### src/rtl/jtopl_reg_wr.sv
// Host write sequencer for the 18-slot operator ring: decodes address, waits for target slot, emits I/II/IV strobes.
// Optional JTOPL_REG_WR_BUF_EN: one-entry buffer for a data write accepted while busy.
module jtopl_reg_wr #(
  parameter int LEN = 18
) (
  input  logic       clk,
  input  logic       rst,
  input  logic       cen,
  input  logic       cpu_we,
  input  logic       cpu_a0,
  input  logic [7:0] cpu_din,
  output logic       busy,
  output logic [4:0] slot,
  output logic       zero,
  output logic [7:0] dout,
  output logic       up_mult,
  output logic       up_ksl_tl,
  output logic       up_ar_dr,
  output logic       up_sl_rr,
  output logic       up_wav,
  output logic       update_op_I,
  output logic       update_op_II,
  output logic       update_op_IV
);

  typedef enum logic [2:0] {S_IDLE, S_WAIT, S_PH1, S_PH2, S_PH3} state_t;

  localparam logic [4:0] LAST_SLOT = 5'(LEN - 1);

  state_t      r_state, w_state_nxt;
  logic [4:0]  r_slot;
  logic [7:0]  r_addr;
  logic [2:0]  r_grp;
  logic [4:0]  r_tgt;
  logic [7:0]  r_dat;

  logic        w_dwr, w_awr, w_idle;
  logic [2:0]  w_grp;
  logic [1:0]  w_g;
  logic [2:0]  w_s;
  logic [4:0]  w_tgt;
  logic        w_grp_ok, w_valid, w_take;
  logic        w_launch_buf;
  logic [2:0]  w_buf_grp;
  logic [4:0]  w_buf_tgt;
  logic [7:0]  w_buf_dat;
  logic        w_slot_hit;

  assign w_dwr    = cpu_we & cpu_a0;
  assign w_awr    = cpu_we & ~cpu_a0;
  assign w_idle   = (r_state == S_IDLE);
  assign w_grp    = r_addr[7:5];
  assign w_g      = r_addr[4:3];
  assign w_s      = r_addr[2:0];
  // t = 6*g + s, built from shifts so the width stays 5 bits throughout
  assign w_tgt    = ({3'b000, w_g} << 2) + ({3'b000, w_g} << 1) + {2'b00, w_s};
  assign w_grp_ok = (w_grp == 3'd1) | (w_grp == 3'd2) | (w_grp == 3'd3) |
                    (w_grp == 3'd4) | (w_grp == 3'd7);
  assign w_valid  = w_dwr & w_grp_ok & (w_g != 2'd3) & (w_s < 3'd6);
  assign w_slot_hit = (r_slot == r_tgt);

`ifdef JTOPL_REG_WR_BUF_EN
  logic       r_buf_vld;
  logic [2:0] r_buf_grp;
  logic [4:0] r_buf_tgt;
  logic [7:0] r_buf_dat;

  // A buffered entry has priority; a direct write in that same IDLE cycle is dropped.
  assign w_launch_buf = w_idle & r_buf_vld;
  assign w_take       = w_valid & w_idle & ~r_buf_vld;
  assign w_buf_grp    = r_buf_grp;
  assign w_buf_tgt    = r_buf_tgt;
  assign w_buf_dat    = r_buf_dat;

  always_ff @(posedge clk or negedge rst) begin
    if (!rst) begin
      r_buf_vld <= 1'b0;
      r_buf_grp <= 3'd0;
      r_buf_tgt <= 5'd0;
      r_buf_dat <= 8'd0;
    end else if (w_launch_buf) begin
      r_buf_vld <= 1'b0;
    end else if (w_valid & ~w_idle & ~r_buf_vld) begin
      r_buf_vld <= 1'b1;
      r_buf_grp <= w_grp;
      r_buf_tgt <= w_tgt;
      r_buf_dat <= cpu_din;
    end
  end

  assign busy = ~w_idle | r_buf_vld;
`else
  assign w_launch_buf = 1'b0;
  assign w_take       = w_valid & w_idle;
  assign w_buf_grp    = 3'd0;
  assign w_buf_tgt    = 5'd0;
  assign w_buf_dat    = 8'd0;
  assign busy         = ~w_idle;
`endif

  always_ff @(posedge clk or negedge rst) begin
    if (!rst) begin
      r_slot <= 5'd0;
    end else if (cen) begin
      r_slot <= (r_slot == LAST_SLOT) ? 5'd0 : r_slot + 5'd1;
    end
  end

  always_ff @(posedge clk or negedge rst) begin
    if (!rst) begin
      r_addr <= 8'd0;
    end else if (w_awr) begin
      r_addr <= cpu_din;
    end
  end

  // In-flight transfer keeps its own copy so later address writes cannot disturb it.
  always_ff @(posedge clk or negedge rst) begin
    if (!rst) begin
      r_grp <= 3'd0;
      r_tgt <= 5'd0;
      r_dat <= 8'd0;
    end else if (w_launch_buf) begin
      r_grp <= w_buf_grp;
      r_tgt <= w_buf_tgt;
      r_dat <= w_buf_dat;
    end else if (w_take) begin
      r_grp <= w_grp;
      r_tgt <= w_tgt;
      r_dat <= cpu_din;
    end
  end

  always_ff @(posedge clk or negedge rst) begin
    if (!rst) begin
      r_state <= S_IDLE;
    end else begin
      r_state <= w_state_nxt;
    end
  end

  always_comb begin
    w_state_nxt = r_state;
    case (r_state)
      S_IDLE: if (w_launch_buf | w_take) w_state_nxt = S_WAIT;
      S_WAIT: if (cen & w_slot_hit)      w_state_nxt = S_PH1;
      S_PH1:  if (cen)                   w_state_nxt = S_PH2;
      S_PH2:  if (cen)                   w_state_nxt = S_PH3;
      S_PH3:  if (cen)                   w_state_nxt = S_IDLE;
      default:                           w_state_nxt = S_IDLE;
    endcase
  end

  always_comb begin
    update_op_I  = (r_state == S_WAIT) & w_slot_hit;
    update_op_II = (r_state == S_PH1);
    update_op_IV = (r_state == S_PH3);
    up_mult      = ~w_idle & (r_grp == 3'd1);
    up_ksl_tl    = ~w_idle & (r_grp == 3'd2);
    up_ar_dr     = ~w_idle & (r_grp == 3'd3);
    up_sl_rr     = ~w_idle & (r_grp == 3'd4);
    up_wav       = ~w_idle & (r_grp == 3'd7);
    dout         = r_dat;
    slot         = r_slot;
    zero         = (r_slot == 5'd0);
  end

endmodule

### config.mk
export PLATFORM = sky130hd
export DESIGN_NAME = jtopl_reg_wr
export DESIGN_NICKNAME = d
export VERILOG_FILES = /design/src/rtl/jtopl_reg_wr.sv
export SDC_FILE = /design/constraint.sdc
export NUM_CORES = 1
export LEC_CHECK = 0
export ABC_CLOCK_PERIOD_IN_PS = 1800
export BUFFER_PORTS_ARGS = -buffer_cell sky130_fd_sc_hd__clkbuf_2
export CAP_MARGIN = 25
export CORE_MARGIN = 5
export CORE_UTILIZATION = 25
export DETAILED_ROUTE_END_ITERATION = 10
export PLACE_DENSITY = 0.46
export SYNTH_ARGS = -nofsm -noshare
export SYNTH_HDL_FRONTEND = slang
export SYNTH_SLANG_ARGS = --single-unit
### constraint.sdc
create_clock -name clk -period 1.8 [get_ports clk]
set_clock_uncertainty 0.2 [all_clocks]
set_input_delay 0.27 -clock clk [delete_from_list [all_inputs] [get_ports clk]]
set_output_delay 0.27 -clock clk [all_outputs]
set_load 0.05 [all_outputs]
# == Word-level counts from Yosys, hierarchy flattened ==
# Cells that the tools add are included.
# totals
reg_bits,32
latch_bits,0
ramBits,0
rom_bits,0
out_inout_bits,23
word_cells,61
memories,0
# classes
add_sub_neg,3
multipliers,0
n_div,0
order_cmp,1
eq_ne,22
shifts,0
muxes,7
bitwise_logic,19
n_reduce_logical,3
# ops
op,n
$eq 3x2->1 const B,6
$eq 3x3->1 const B,5
$mux 3,5
$pmux 3 s5,1
$and 1x1->1,13
$ne 2x2->1 const B,5
$eq 3x1->1 const B,3
$add 4x3->5,1
$add 5x1->5 const B,1
$add 5x3->5,1
$eq 5x5->1,1
$eq 5x5->1 const B,1
$logic_not 5->1,1
$mux 5,1
$reduce_and 5->1,1
$or 1x1->1,4
$logic_not 3->1,1
$lt 3x3->1 const B,1
$ne 2x1->1 const B,1
$not 1->1,2

# == Depth between registers and ports, before layout ==
# Gate-level depths: netlist of run 1.
# logic_depth
depth_word,11
depth_mapped,6
ltp_nobuf,5

# == Worst setup path after synthesis of run 1 ==
# OpenSTA, ideal clock, no wires.
# synth_timing
path_kind,register -> output
startpoint,register r_slot[0] (netlist: slot[0])
endpoint,output port zero
arrival_ns,2.504
required_ns,1.330
path_slack_ns,-1.174
path_stages_with_launch,4
cell_sequence,dfrtp_1 -> inv_1 -> ha_1 -> nor4b_1
# synth_via
elab_chain_cells,1
# synth_rtl
item,line_no,rtl
from (decl),31,logic [4:0] r_slot;
from (signal assigned),105,r_slot <= (r_slot == LAST_SLOT) ? 5'd0 : r_slot + 5'd1;
$logic_not 5->1,165,zero = (r_slot == 5'd0);
to (decl),14,"output logic zero,"
# Every way passes these cells.

# == Worst setup path after layout of run 1 ==
# layout_timing
startpoint,register r_addr[3]
endpoint,register r_tgt[3]
# layout_via
elab_chain_cells,4
elab_cells_between_ends,6
cone_classes,add/sub (2); eq/ne (1); bitwise (3)
# layout_rtl
item,line_no,rtl
from (decl),32,logic [7:0] r_addr;
from (signal assigned),113,r_addr <= cpu_din;
"parallel branches: the longest is 4 deep, another holds $add 4x3->5",--,
to (signal assigned),125,r_tgt <= w_buf_tgt;
to (signal assigned),129,r_tgt <= w_tgt;
to (decl),34,logic [4:0] r_tgt;
# Several ways; the timed one is not identified.
# A chain may end at the register's enable or synchronous reset.

==> metrics.md, run 1 <==
| Metric | Value |
|---|---|
| Largest net degree at the start of global routing | `33` |
| Vias | `approximately 1200` |
| Power Density | `about 1700 nW/um^2` |
| Yosys cell types | `32` |
| GP Congestion | `just under 0.7` |
| Logic pwr share | `a little under three fifths` |
| RSZ-0062 raised after global routing | `yes` |
| Total gr overflow | `0` |
| Initial core utilization | `roughly a quarter` |
| Inserted Diodes | `0` |
| Initial DRC count | `36` |
| Top routing layer used | `met4` |
| Share of power burned in registers | `just over 30%` |
| CP arrival | `between 1500 and 2000 ps` |
| Port buffer count | `35` |
| Clock slew at reported path FFs | `around 60 ps` |
| P_int | `about 2.3 mW` |
| Core Footprint | `6350 um^2` |
| CTS tree | `yes` |
| Sw Ratio | `between 40 and 50%` |
| Top cells by area, synth | `dfrtp_1 49%, mux2_2 9.0%, mux2_4 7.4%` |
| Clock Power Share | `a little over an eighth` |
| Worst skew pair latency | `around 270 ps` |
| Cell area after synthesis | `1630 um^2` |
| Crit path time final | `roughly 2000 ps` |
| Worst Setup Start Kind | `flip-flop` |
| CTS Buf Count | `5` |
| Status | `finished with violations` |
| Initial antenna violation count | `0` |
| Top FF cell, synth | `dfrtp_1` |
| Total Wirelength | `about 3500 um` |
| Die W | `approximately 90 um` |
| Tcrit/Tclk final | `112%` |
| Final core occ | `39.2%` |
| Layout cells sized above 1 | `a little under three fifths` |
| Area share of the largest cell type after synthesis | `49.2%` |
| CTS max path bufs | `2` |
| Final setup viols | `22` |
| Total GRT Usage | `a little under a tenth` |
| Syn_area_per_cell | `around 12 um^2` |
| H-tree Lvls | `2` |
| Final count of hold timing violations | `0` |
| Synthesis-stage register bit count | `32` |
| Setup tns final | `-1810 ps` |
| Register area share after synthesis | `49.2%` |
| Num Clock Sinks | `32` |
| Metal2 WL | `approximately 1700 um` |
| Area grow syn2layout | `52.6%` |
| First-pass detailed-route iteration total | `4` |
| Setup CP Type | `reg -> reg` |
| Number of max-cap violations | `0` |
| Asr flop ratio synth | `100%` |
| Row cnt | `29` |
| Root Buffer | `clkbuf_8` |
| Cell count after synthesis | `approximately 140` |
| Die height | `90.7 um` |
| Post-synth top cells | `32 x dfrtp_1, 13 x mux2_2, 9 x inv_1` |
| Number of global-route vias before repair | `~1300` |
| # nets final | `between 200 and 250` |
| Synth warn | `0` |
| Post-route DRC | `0` |
| DR WL/cell | `roughly 13 um` |
| Syn nets | `approximately 160` |
| Max Clk Rate | `around 500 MHz` |
| EDFF count, synth | `0` |
| Antenna viol nets, final | `0` |
| Full die area | `between 8000 and 9000 um^2` |
| Final worst slack | `-213 ps` |
| Slew margin rel. | `around 73%` |
| Vias/cell | `about 4.3` |
| Routed met1 length | `between 1500 and 2000 um` |
| Met3 routed WL | `160 um` |
| Failing checks | `negative setup slack` |
| Global-route wire length before repair | `approximately 6000 um` |
| HPWL Detailed | `between 2000 and 3000 um` |
| Worst VDD drop | `~0.74 mV` |
| Net Sw Power | `between 1.5 and 2 mW` |
| Critical Path Fanout Max | `2` |
| Crit path capture type | `flip-flop` |
| Max Slew Vio Count | `0` |
| Dominant cell by count in the synthesized netlist | `dfrtp_1` |
| Io pins | `36` |
| Min-Delay Path Class | `in -> reg` |
| Largest area contributor in the netlist | `dfrtp_1` |
| Slew @ Worst Pin | `just over 400 ps` |
| Req. time, crit path | `1760 ps` |
| P_leak | `around 1.1 nW` |
[final cells by class]
class	count	area [um^2]
Timing Repair Buffer	65	539
Sequential cell	32	805
Tap cell	77	96.3
Inverter	10	45.0
Multi-Input combinational cell	89	911
Clock buffer	8	90.1
Fill cell	620	3860
[per-stage QoR]
stage	worst slack [ps]	area [um^2]	total power [mW]	cells	hold WS, ps
after global routing	-265	2490	4.38	281	24.5
after floorplan	-241	1700	2.65	136	-226
after CTS	-247	2410	4.00	279	12.5
final	-213	2490	4.12	281	23.6
after detailed placement	-187	2090	3.17	263	129
after global placement	-149	2090	3.17	263	126
[routing by layer]
metal / up-vias / global-route usage, %
met5: - / 0
met4: 0 / 2.98
met3: 4 / 2.92
met2: 26 / 14.0
met1: 577 / 11.8
li1: 605 / -
[flip-flops by register name, summed over array words and instances, names as in the netlist]
register / count
dout: 8
r_addr: 8
r_tgt: 5
slot: 5
r_state: 3
r_grp: 3
[path summary, 6_finish.rpt]
path / start / to / slack [ps] / cells after the start
min in group asynchronous: rst / r_addr[3] / 350 / 3
max in group asynchronous: rst / slot[2] / 740 / 3
hold reg to reg: dout[6] / dout[6] / 310 / 1
hold / removal: cpu_din[4] / r_addr[4] / 20 / 3
setup reg to reg: r_addr[3] / r_tgt[3] / -210 / 5
setup / recovery: r_addr[3] / r_tgt[3] / -210 / 5
[cells by family after synthesis]
logic type	synth area share, %
buffers and inverters	4.92
flip-flops	49.2
multiplexers	17.6
XOR/XNOR	3.76
adder cells (fa/ha/maj)	6.30
AND/OR/NAND/NOR	13.1
AO/OA/AOI/OAI	5.15
[power groups by stage]
stage	Clock, mW	Combinational, mW	Sequential [mW]
finish	0.554	2.32	1.25
global route	0.620	2.47	1.29
CTS	0.588	2.19	1.22
detailed placement	0	1.96	1.21
global placement	0	1.95	1.21
floorplan	0	1.00	1.65
[critical path, cell delays in order (launching register included)]
cell,delay (ps)
dfrtp_1,410
fa_1,550
ha_1,140
inv_1,50
fa_2,510
mux2i_1,60
[cells in the final DEF (no fill, tap or decap), types with 5 or more instances in the layout]
master    count
nand3_1       6
inv_1         6
o21ai_0       5
nor3_4        5
xor2_1        6
buf_6         9
clkbuf_8      8
buf_4        20
dfrtp_1      29
nand2_1       6
nor2_1        5
mux2_2        7
clkbuf_2     25
mux2_4       14
buf_8         7
[repair_timing]
item / in CTS / in global routing
pin swaps: 8 / 11
hold buffers: 1 / 0
endpoints found under the setup margin: 25 / 26
gates cloned: 0 / 0
hold endpoints to repair: 32 / 0
setup buffers: 7 / 4
resized for setup: 41 / 21
Power figures use the tool's default switching activity.
==> run 2, diff against run 1 <==
- ABC_CLOCK_PERIOD_IN_PS: 1800 -> 1650
- REMOVE_ABC_BUFFERS: unset -> 1
- clock period: 1.8 -> 1.65 ns (I/O delays scaled with it)
==> metrics.md, run 2 (synthesized netlist as in run 1, its figures left out) <==
| Metric | Value |
|---|---|
| Critical Path Fanout Max | `2` |
| Req. time, crit path | `1620 ps` |
| Full die area | `slightly above 8000 um^2` |
| First-pass detailed-route iteration total | `2` |
| Clock slew at reported path FFs | `roughly 60 ps` |
| # nets final | `about 240` |
| Row cnt | `29` |
| Worst VDD drop | `between 0.8 and 0.9 mV` |
| Final Non-Filler Cells | `around 290` |
| Antenna viol nets, final | `0` |
| Slowest cell on the critical path | `fa_1` |
| Final worst slack | `-309 ps` |
| Initial antenna violation count | `0` |
| Global-route wire length before repair | `about 6600 um` |
| RSZ-0062 raised after global routing | `yes` |
| GP Congestion | `between 0.7 and 0.8` |
| Routed met1 length | `1640 um` |
| Number of max-cap violations | `0` |
| H-tree Lvls | `2` |
| CP max stage delay | `between 500 and 600 ps` |
| Worst skew pair latency | `~280 ps` |
| Worst-case hold slack | `about 11 ps` |
| HPWL Detailed | `2590 um` |
| Root Buffer | `clkbuf_8` |
| Core Footprint | `between 6000 and 7000 um^2` |
| Power Density | `1830 nW/um^2` |
| Critical path cell sequence | `fa_1 -> ha_1 -> inv_1 -> fa_1 -> mux2i_1` |
| Largest delay share family, worst path | `adder cells` |
| CTS Buf Count | `5` |
| Max Slew Vio Count | `0` |
| Met3 routed WL | `approximately 180 um` |
| Total Wirelength | `roughly 3800 um` |
| Inserted Diodes | `0` |
| Crit path capture type | `flip-flop` |
| Die W | `90.7 um` |
| CTS max path bufs | `2` |
| Crit path time final | `about 2000 ps` |
| Post-route DRC | `0` |
| Metal2 WL | `approximately 1900 um` |
| Num Clock Sinks | `32` |
| CP arrival | `roughly 1900 ps` |
| Io pins | `36` |
| Setup CP Type | `reg -> reg` |
| Port buffer count | `35` |
| Tcrit/Tclk final | `119%` |
| Setup tns final | `-4850 ps` |
| Leading cell types in the layout, fill and taps excluded | `31 x dfrtp_1, 30 x buf_4, 25 x clkbuf_2` |
| Final count of hold timing violations | `0` |
| Layout cells sized above 1 | `around three fifths` |
| Most used cell, CP | `fa_1` |
| Vias/cell | `around 4.4` |
| Number of global-route vias before repair | `roughly 1400` |
| CTS tree | `yes` |
| Total gr overflow | `0` |
| Largest net degree at the start of global routing | `33` |
| Worst Setup Start Kind | `flip-flop` |
| Number of buffers and inverters on the critical path | `1` |
| Min-Delay Path Class | `in -> reg` |
| Final core occ | `a little over two fifths` |
| Slew @ Worst Pin | `about 420 ps` |
| Status | `finished with violations` |
| DR WL/cell | `12.8 um` |
| Commonest non-fill, non-tap cell in the layout | `dfrtp_1` |
| Initial core utilization | `about 26%` |
| Total GRT Usage | `about a tenth` |
| Max Clk Rate | `between 500 and 600 MHz` |
| Die height | `slightly above 90 um` |
| Vias | `1280` |
| Area grow syn2layout | `62.4%` |
| Top routing layer used | `met4` |
| P_leak | `1.22 nW` |
| Failing checks | `negative setup slack` |
| Final setup viols | `26` |
| DP Cell Count | `274` |
| Initial DRC count | `55` |
| Slew margin rel. | `72.2%` |
-- run 2: layout make-up --
cell class                      instances  area (um^2)
Multi-Input combinational cell         89          937
Sequential cell                        32          802
Tap cell                               77         96.3
Timing Repair Buffer                   78          674
Fill cell                             586         3700
Inverter                               10         45.0
Clock buffer                            8         90.1
-- run 2: worst paths after layout --
path                            start  endpoint  slack [ps]  depth (start not counted)
max                         r_addr[2]  r_tgt[3]        -310                          5
min reg2reg                   dout[5]   dout[5]         310                          1
max in group asynchronous         rst  r_grp[0]         600                          3
min                        cpu_din[7]   dout[7]          10                          2
max reg2reg                 r_addr[2]  r_tgt[3]        -310                          5
min in group asynchronous         rst   dout[5]         320                          3
-- run 2: what timing repair did --
item,in CTS,in global routing
pin swaps,13,10
hold buffers,2,0
buffers inserted,13,4
endpoints found under the setup margin,27,27
gates cloned,1,0
resized for setup,49,25
endpoints found under the hold margin,33,0
-- run 2: power breakdown --
group	internal (mW)	switching [mW]	leakage [nW]	total [mW]
logic	1.33	1.55	0.782	2.88
registers	1.07	0.274	0.388	1.35
clock network	0.340	0.272	0.0455	0.612
-- run 2: metal layers --
metal	track usage (%)	vias up
met3	3.00	6
met5	0	-
met2	15.6	25
met4	3.72	0
met1	12.2	623
li1	-	626
-- run 2: through the flow --
stage                     power (mW)  setup WS, ps  instance area, um^2
after global placement          3.60          -292                 2160
after CTS                       4.64          -326                 2570
after detailed placement        3.61          -333                 2160
after global routing            5.14          -376                 2650
after floorplan                 2.72         -1300                 1590
final                           4.83          -309                 2650
==> run 3, diff against run 2 <==
- ABC_AREA: unset -> 1
- CTS_CLUSTER_SIZE: unset -> 30
==> metrics.md, run 3 <==
| Metric | Value |
|---|---|
| Yosys cell types | `23` |
| Number of global-route vias before repair | `~1600` |
| Root Buffer | `clkbuf_8` |
| Slowest cell on the critical path | `fa_1` |
| Worst Setup Start Kind | `flip-flop` |
| Cell area after synthesis | `approximately 1700 um^2` |
| Full die area | `around 8600 um^2` |
| Area share of the largest cell type after synthesis | `46.9%` |
| R2R Path End | `r_tgt[3]` |
| Top FF cell, synth | `dfrtp_1` |
| Global-route wire length before repair | `between 6000 and 7000 um` |
| CP max stage delay | `550 ps` |
| Cell count after synthesis | `200` |
| Die height | `approximately 90 um` |
| Synth warn | `0` |
| HPWL Detailed | `between 2000 and 3000 um` |
| Crit path capture type | `flip-flop` |
| Largest area contributor in the netlist | `dfrtp_1` |
| RSZ-0062 raised after global routing | `yes` |
| Final count of hold timing violations | `0` |
| First-pass detailed-route iteration total | `4` |
| Core Footprint | `6720 um^2` |
| Post-route DRC | `0` |
| Row cnt | `30` |
| Synthesis-stage register bit count | `32` |
| Status | `finished with violations` |
| Failing checks | `negative setup slack` |
| CP arrival | `between 1500 and 2000 ps` |
| CTS tree | `yes` |
| Critical path cell sequence | `fa_1 -> ha_1 -> inv_1 -> fa_1 -> o21ai_2` |
| EDFF count, synth | `0` |
| Setup CP Type | `reg -> reg` |
| Vias | `1515` |
| Layout cells sized above 1 | `around half` |
| R2R cell count | `5` |
| Syn_area_per_cell | `about 8.5 um^2` |
| Initial DRC count | `50` |
| CP Launch Point | `r_addr[4]` |
| Die W | `just over 90 um` |
| Total Wirelength | `a little under 4000 um` |
| Crit path to | `r_tgt[3]` |
| Flop2flop setup slack | `-340 ps` |
| Inserted Diodes | `0` |
| Io pins | `36` |
| Final worst slack | `-336 ps` |
| Top cells by area, synth | `dfrtp_1 47%, nand2_1 10%, inv_1 7.5%` |
| Largest net degree at the start of global routing | `33` |
| Number of max-cap violations | `0` |
| # nets final | `300` |
| P_leak | `approximately 1.4 nW` |
| DR WL/cell | `10.7 um` |
| Final setup viols | `12` |
| Leading cell types in the layout, fill and taps excluded | `33 x nand2_1, 32 x dfrtp_1, 28 x inv_1, 28 x buf_4, 24 x clkbuf_2` |
| Initial antenna violation count | `0` |
| Worst r2r src | `r_addr[4]` |
| Max Slew Vio Count | `0` |
| Asr flop ratio synth | `100%` |
| Vias/cell | `~4.2` |
| Register area share after synthesis | `46.9%` |
| Commonest non-fill, non-tap cell in the layout | `nand2_1` |
| Req. time, crit path | `1620 ps` |
| Power Density | `approximately 1900 nW/um^2` |
| Total GRT Usage | `~10%` |
| Tcrit/Tclk final | `120%` |
| Initial core utilization | `around 25%` |
| Dominant cell by count in the synthesized netlist | `nand2_1` |
| Max Clk Rate | `between 500 and 600 MHz` |
| Worst-case hold slack | `6.53 ps` |
| GP Congestion | `~0.75` |
| Pwr Total | `between 5 and 6 mW` |
| CTS max path bufs | `2` |
| Area grow syn2layout | `61.2%` |
| Slew margin rel. | `around 70%` |
| Most used cell, CP | `fa_1` |
| CTS Buf Count | `5` |
| Crit path time final | `around 2000 ps` |
| Slew @ Worst Pin | `~420 ps` |
| Total gr overflow | `0` |
| Worst skew pair latency | `280 ps` |
| Fillers | `between 600 and 700` |
| Clock slew at reported path FFs | `about 70 ps` |
| Port buffer count | `35` |
| Antenna viol nets, final | `0` |
| Setup tns final | `-2070 ps` |
| Critical Path Fanout Max | `2` |
| H-tree Lvls | `2` |
| Worst VDD drop | `between 0.7 and 0.8 mV` |
| Min-Delay Path Class | `in -> reg` |
| Post-synth top cells | `47 x nand2_1, 34 x inv_1, 32 x dfrtp_1, 15 x o21ai_0, 13 x o21ai_2` |
| Num Clock Sinks | `32` |
-- run 3: layer usage --
metal | GRT usage (%) | vias to the layer above | share of wire [%]
met5 | 0 | - | 0
met4 | 4.76 | 0 | 1.9
met3 | 3.25 | 8 | 6.1
met2 | 15.6 | 29 | 46
met1 | 12.8 | 687 | 46
li1 | - | 791 | -
-- run 3: area by class of cell --
| cell class | count | area, um^2 | share of cell area (%) |
|---|---|---|---|
| Clock inverter | 2 | 35.0 | 1.27 |
| Tap cell | 80 | 100 | 3.64 |
| Clock buffer | 6 | 72.6 | 2.64 |
| Inverter | 36 | 135 | 4.91 |
| Timing Repair Buffer | 78 | 703 | 25.6 |
| Multi-Input combinational cell | 127 | 905 | 32.9 |
| Sequential cell | 32 | 801 | 29.1 |
-- run 3: what timing repair did --
action | 4_1_cts | 5_1_grt
hold buffers | 7 | 0
pin swaps | 9 | 7
endpoints found under the hold margin | 38 | 0
setup buffers | 7 | 2
gates resized for setup | 38 | 33
setup endpoints to repair | 13 | 30
-- run 3: worst min-delay path by stage --
stage,to,cells past startpoint,slack [ps],startpoint
finish,dout[1],3,7,cpu_din[1]
global placement,slot[2],2,110,rst
CTS,dout[0],3,2,cpu_din[0]
global route,dout[0],3,3,cpu_din[0]
detailed placement,slot[0],2,110,rst
floorplan,dout[0],0,-250,rst
-- run 3: cell families after synthesis --
family	Yosys count	share of synthesized area (%)
buffers and inverters	41	10.4
adder cells (fa/ha/maj)	7	6.01
flip-flops	32	46.9
AO/OA/AOI/OAI	33	13.4
XOR/XNOR	3	1.54
AND/OR/NAND/NOR	84	21.7
-- run 3: report_power, final --
group / internal (mW) / switching [mW]
Combinational: 1.32 / 1.85
Sequential: 1.08 / 0.266
Clock: 0.448 / 0.295
-- run 3: per-stage QoR --
step | utilization (%) | setup slack (ps) | area [um^2] | instances
after global placement | 33.2 | -311 | 2230 | 337
final | 40.9 | -336 | 2750 | 361
after detailed placement | 33.2 | -331 | 2230 | 337
after floorplan | - | -1090 | 1660 | 195
after global routing | 40.9 | -418 | 2750 | 361
after CTS | 39.1 | -344 | 2630 | 359
-- run 3: worst max-delay path: cells and delay by family, from the launching register on --
kind                       cells  cell delay, ps
adders and majority gates      3            1180
DFF                            1             400
buffers and inverters          1              40
AOI/OAI and AO/OA              1              60
